**config.mk**
```make
export PLATFORM = sky130hd
export DESIGN_NAME = if_id_queue
export DESIGN_NICKNAME = d
export VERILOG_FILES = /design/src/rtl/if_id_queue.sv
export SDC_FILE = /design/constraint.sdc
export NUM_CORES = 1
export LEC_CHECK = 0
export BUFFER_PORTS_ARGS = -buffer_cell sky130_fd_sc_hd__buf_2
export CAP_MARGIN = 20
export CORE_AREA = 4 4 153 155
export DETAILED_ROUTE_END_ITERATION = 12
export DIE_AREA = 0 0 157 159
export PLACE_DENSITY = 0.87
export RECOVER_POWER = 100
export SETUP_SLACK_MARGIN = 0.5
export SLEW_MARGIN = 20
export SYNTH_ARGS = -nofsm -noshare
export SYNTH_HDL_FRONTEND = slang
export SYNTH_SLANG_ARGS = --single-unit
```
**constraint.sdc**
```tcl
create_clock -name clk_in -period 3.2 [get_ports clk_in]
set_input_delay 0.48 -clock clk_in [delete_from_list [all_inputs] [get_ports clk_in]]
set_output_delay 0.48 -clock clk_in [all_outputs]
set_load 0.1 [all_outputs]
```
**src/rtl/if_id_queue.sv**
```systemverilog
// IF/ID decoupling queue: DEPTH-entry instruction FIFO plus a registered ID output stage.
// Optional predecode flag per entry is built only when IF_ID_PREDECODE_EN is defined.
module if_id_queue #(
  parameter int ADDR_W = 32,
  parameter int INST_W = 32,
  parameter int DEPTH  = 4,
  parameter int CNT_W  = $clog2(DEPTH + 1)
) (
  input  logic              clk_in,
  input  logic              rst_in,
  input  logic              flush_in,
  input  logic              instE_in,
  input  logic [ADDR_W-1:0] pc_in,
  input  logic [INST_W-1:0] inst_in,
  output logic              full_out,
  input  logic              stall_in,
  output logic [ADDR_W-1:0] pc_out,
  output logic [INST_W-1:0] inst_out,
  output logic              valid_out,
  output logic [CNT_W-1:0]  count_out,
  output logic              is_branch_out
);

  localparam int PTR_W = $clog2(DEPTH);

  logic [ADDR_W-1:0] mem_pc_q   [DEPTH];
  logic [INST_W-1:0] mem_inst_q [DEPTH];

  logic [PTR_W-1:0]  rd_ptr_q, rd_ptr_d;
  logic [PTR_W-1:0]  wr_ptr_q, wr_ptr_d;
  logic [CNT_W-1:0]  count_q, count_d;
  logic [ADDR_W-1:0] pc_q, pc_d;
  logic [INST_W-1:0] inst_q, inst_d;
  logic              valid_q, valid_d;

  logic full, empty, push, advance, pop, bypass, wr_en;

  assign full    = (count_q == CNT_W'(DEPTH));
  assign empty   = (count_q == '0);
  assign push    = instE_in && !full && !flush_in;
  assign advance = !stall_in && !flush_in;
  assign pop     = advance && !empty;
  // An empty queue hands the incoming instruction straight to the output stage.
  assign bypass  = advance && empty && push;
  assign wr_en   = push && !bypass;

  always_comb begin
    rd_ptr_d = rd_ptr_q;
    wr_ptr_d = wr_ptr_q;
    count_d  = count_q;
    pc_d     = pc_q;
    inst_d   = inst_q;
    valid_d  = valid_q;
    if (flush_in) begin
      rd_ptr_d = '0;
      wr_ptr_d = '0;
      count_d  = '0;
      pc_d     = '0;
      inst_d   = '0;
      valid_d  = 1'b0;
    end else begin
      if (wr_en) wr_ptr_d = wr_ptr_q + PTR_W'(1);
      if (pop)   rd_ptr_d = rd_ptr_q + PTR_W'(1);
      count_d = count_q + CNT_W'(wr_en) - CNT_W'(pop);
      if (advance) begin
        if (pop) begin
          pc_d    = mem_pc_q[rd_ptr_q];
          inst_d  = mem_inst_q[rd_ptr_q];
          valid_d = 1'b1;
        end else if (bypass) begin
          pc_d    = pc_in;
          inst_d  = inst_in;
          valid_d = 1'b1;
        end else begin
          pc_d    = '0;
          inst_d  = '0;
          valid_d = 1'b0;
        end
      end
    end
  end

  always_ff @(posedge clk_in or posedge rst_in) begin
    if (rst_in) begin
      rd_ptr_q <= '0;
      wr_ptr_q <= '0;
      count_q  <= '0;
      pc_q     <= '0;
      inst_q   <= '0;
      valid_q  <= 1'b0;
    end else begin
      rd_ptr_q <= rd_ptr_d;
      wr_ptr_q <= wr_ptr_d;
      count_q  <= count_d;
      pc_q     <= pc_d;
      inst_q   <= inst_d;
      valid_q  <= valid_d;
    end
  end

  // Queue storage is not reset; entries are only read after being written.
  always_ff @(posedge clk_in) begin
    if (wr_en) begin
      mem_pc_q[wr_ptr_q]   <= pc_in;
      mem_inst_q[wr_ptr_q] <= inst_in;
    end
  end

`ifdef IF_ID_PREDECODE_EN
  logic mem_br_q [DEPTH];
  logic br_q, br_d;
  logic br_in;

  // Branch, JAL, JALR opcodes.
  assign br_in = (inst_in[6:0] == 7'b1100011) || (inst_in[6:0] == 7'b1101111) ||
                 (inst_in[6:0] == 7'b1100111);

  always_comb begin
    br_d = br_q;
    if (flush_in)    br_d = 1'b0;
    else if (advance) begin
      if (pop)         br_d = mem_br_q[rd_ptr_q];
      else if (bypass) br_d = br_in;
      else             br_d = 1'b0;
    end
  end

  always_ff @(posedge clk_in or posedge rst_in) begin
    if (rst_in) br_q <= 1'b0;
    else        br_q <= br_d;
  end

  always_ff @(posedge clk_in) begin
    if (wr_en) mem_br_q[wr_ptr_q] <= br_in;
  end

  assign is_branch_out = br_q;
`else
  assign is_branch_out = 1'b0;
`endif

  assign full_out  = full;
  assign count_out = count_q;
  assign pc_out    = pc_q;
  assign inst_out  = inst_q;
  assign valid_out = valid_q;

endmodule

```
==> Implementation_results.wiki <==
{| class="wikitable"
! Metric !! Value
|-
| Maximum number of pins on one net before global-route repair || 65
|-
| Number of slew-limit violations in the final report || 0
|-
| Via count of the first global-routing pass || 7242
|-
| Synth Instances || 606
|-
| Rows || 54
|-
| Proportion of layout cells with a drive suffix above 1 || 17.89%
|-
| Setup skew after layout || 0.01458 ns
|-
| Post-Place Worst Slack || 0.4838 ns
|-
| Final setup margin || 0.4597 ns
|-
| Wire length of the first global-routing pass || 41670 µm
|-
| Count of yosys warnings during synthesis || 0
|-
| Total of max-cap violations || 0
|-
| Nature of the critical path endpoint || flop
|-
| TritonCTS Sinks || 328
|-
| Leakage component of the power || 4.950 nW
|-
| Total power density per cell area || 855.6 nW/µm²
|-
| Achievable Freq || 0.3649 GHz
|-
| Clock Latency Late Sink || 0.54 ns
|-
| Detailed-router iteration count before antenna repair || 5
|-
| Total CTS buffers || 31
|-
| Std-Cell Core Area || 21820 µm²
|-
| Xor and xnor fraction of the mapped netlist area || 0.06985%
|-
| DR vias || 6547
|-
| Initial Utilization || 57.45%
|-
| Min cycle time layout || 2.740 ns
|-
| Number of nets produced by synthesis || 682
|-
| Post-Synthesis Cell Area || 12540 µm²
|-
| Final antenna-violating net count || 0
|-
| Routability cong. || 0.7562
|-
| Post-synthesis adder-cell area fraction || 0.7584%
|-
| Number of synthesized flops with an enable pin || 256
|-
| Number of top-level design ports || 139
|-
| Sequential fraction of the synthesis area || 75.68%
|-
| Crit start category || flop
|-
| Number of register bits inferred by synthesis || 328
|-
| Die X-Extent || 157 µm
|-
| Most frequent cells after synthesis || sky130_fd_sc_hd__edfxtp_1 (256), sky130_fd_sc_hd__dfrtp_1 (72), sky130_fd_sc_hd__and2_1 (70), sky130_fd_sc_hd__a221o_1 (64), sky130_fd_sc_hd__mux4_2 (64)
|-
| Type of the tightest min-delay check || in -> reg
|-
| Drt wl/cell || 25.26 µm
|-
| Per-cell via count in the routed design || 6.194
|-
| Worst endpoint data arrival time || 3.19 ns
|-
| Top cells by area in the synthesized netlist || sky130_fd_sc_hd__edfxtp_1 (61%), sky130_fd_sc_hd__dfrtp_1 (14%), sky130_fd_sc_hd__mux4_2 (11%)
|-
| Synth Area in Simple Gates || 4.221%
|-
| Residual DRC count || 0
|-
| Clock tree buffer depth || 3
|-
| Relative slew slack || 13.70%
|-
| Number of antenna violations at the first check in global routing || 0
|-
| Post-Syn Area per Cell || 20.69 µm²
|-
| Tightest Pin Transition || 1.300 ns
|-
| DPL Wire Length || 15010 µm
|-
| Area share of the largest cell type after synthesis || 61.31%
|-
| Vertical die dimension || 159 µm
|-
| Layout Area Growth over Synthesis || 15.03%
|-
| Total count of hold-check failures in the final report || 0
|-
| Classification of the worst setup path || reg -> reg
|-
| Data required time at the worst endpoint || 3.65 ns
|-
| Residual overflow from global routing || 0
|-
| Peak supply drop || 647.4 µV
|-
| Antenna cell count || 0
|-
| Drt first-iter violations || 559
|-
| Unique cell type count in the Yosys netlist || 30
|-
| Prevailing post-synth register cell || sky130_fd_sc_hd__edfxtp_1
|-
| Root buffer cell || sky130_fd_sc_hd__clkbuf_16
|-
| Library cell with the highest instance count after synthesis || sky130_fd_sc_hd__edfxtp_1
|-
| Critical Path Fanout Max || 7
|-
| Final period util || 85.63%
|-
| Post-synthesis cell type with the largest combined area || sky130_fd_sc_hd__edfxtp_1
|-
| Final-stage net count || 829
|-
| Buffers inserted by post-CTS timing repair || 0
|-
| Port buffer count || 137
|-
| Share of synthesized area spent on multiplexers || 11.67%
|-
| Unrepaired setup endpoints after global routing || false
|-
| Compound-gate portion of the synthesized area || 5.399%
|-
| CTS tree || yes
|-
| Overall die area || 24960 µm²
|-
| Depth of the CTS H-tree || 1
|-
| Fin Setup TNS || 0 ns
|-
| # setup viols final || 0
|-
| Status || completed
|-
| All-layer global routing usage || 21.49%
|-
| Clock-pin slew of the registers on the worst-case setup and hold paths || 0.07 ns
|-
| Fraction of synthesis flops using an asynchronous set or reset pin || 21.95%
|-
| Detailed Route WL || 26700 µm
|-
| Worst Hold Margin || 0.2317 ns
|-
| Combinational family with the most area after synthesis || multiplexers
|}
[placed cells by master (no fill, tap or decap), drive strengths merged, types with 2 or more instances in the layout]
master / count
clkinvlp: 2
edfxtp: 256
clkinv: 7
clkbuf: 182
dfrtp: 72
and2: 70
nor2b: 2
inv: 9
a21oi: 3
nor3: 3
a221o: 64
nand2b: 3
bufinv: 4
nor2: 5
ha: 6
buf: 13
mux4: 64
[cell families (layout without fill, tap and decap cells)]
family / after synthesis / in the layout
compound gates: 70 / 70
xor+xnor: 1 / 1
fa+ha+maj: 7 / 7
buf+inv: 47 / 218
flops: 328 / 328
mux: 66 / 66
other cells: 1 / 1
simple gates: 86 / 86
[worst max-delay path: stages (launching register included)]
cell                      delay [ns]
sky130_fd_sc_hd__dfrtp_1        0.45
sky130_fd_sc_hd__nor3_1         0.66
sky130_fd_sc_hd__nor3_2         0.10
sky130_fd_sc_hd__ha_1           0.29
sky130_fd_sc_hd__inv_1          0.05
sky130_fd_sc_hd__ha_1           0.14
sky130_fd_sc_hd__inv_1          0.06
sky130_fd_sc_hd__fa_1           0.40
sky130_fd_sc_hd__xor2_1         0.17
sky130_fd_sc_hd__and2_0         0.17
sky130_fd_sc_hd__nor3_1         0.15
[through the flow]
stage               area, µm²  instances  power (mW)  util [%]
CTS                     14610       1055       12.53     66.93
global route            14420       1057       12.80     66.09
floorplan               12550        606       8.118         -
finish                  14420       1057       12.34     66.09
detailed placement      13550        998       8.777     62.09
global placement        13550        998       8.690     62.09
[registers in the layout, summed over array words and instances (netlist names)]
| signal | flops |
|---|---|
| mem_pc_q | 128 |
| mem_inst_q | 128 |
| count_out | 3 |
| wr_ptr_q | 2 |
| rd_ptr_q | 2 |
| valid_out | 1 |
| inst_out | 32 |
| pc_out | 32 |
[layout make-up]
class	count	area, µm²
Inverter	8	31.28
Tap cell	280	350.3
Clock buffer	43	880.8
Multi-Input combinational cell	231	2790
Clock inverter	14	176.4
Sequential cell	328	9494
Fill cell	1463	7401
Timing Repair Buffer	153	699.4
[routing by layer]
layer | up-vias | wire length [µm] | GRT usage, %
li1 | 2781 | - | -
met5 | - | 0 | 0
met2 | 289 | 13690 | 36.69
met1 | 3434 | 10530 | 29.50
met4 | 0 | 525 | 4.339
met3 | 43 | 1957 | 3.941
[what timing repair did]
item	CTS	global route
resized for setup	0	0
hold endpoints to repair	0	19
setup endpoints to repair	0	0
hold buffers	0	1
[report_power, final]
part / leakage, nW / internal [mW] / switching [mW]
sequential: 3.28 / 5.02 / 0.279
combinational: 1.15 / 0.819 / 2.48
clock: 0.518 / 2.24 / 1.50
total: 4.95 / 8.08 / 4.26
[worst paths after layout]
kind	startpoint	to	slack [ns]	cells after the start
max	count_out[1]	count_out[2]	0.46	10
min	inst_in[29]	mem_inst_q[0][29]	0.23	1
max reg2reg	count_out[1]	count_out[2]	0.46	10
min reg2reg	valid_out	valid_out	0.55	2
max in group asynchronous	rst_in	pc_out[5]	1.17	4
min in group asynchronous	rst_in	inst_out[24]	0.74	3
Note: power is estimated with default switching activity, not from simulation.
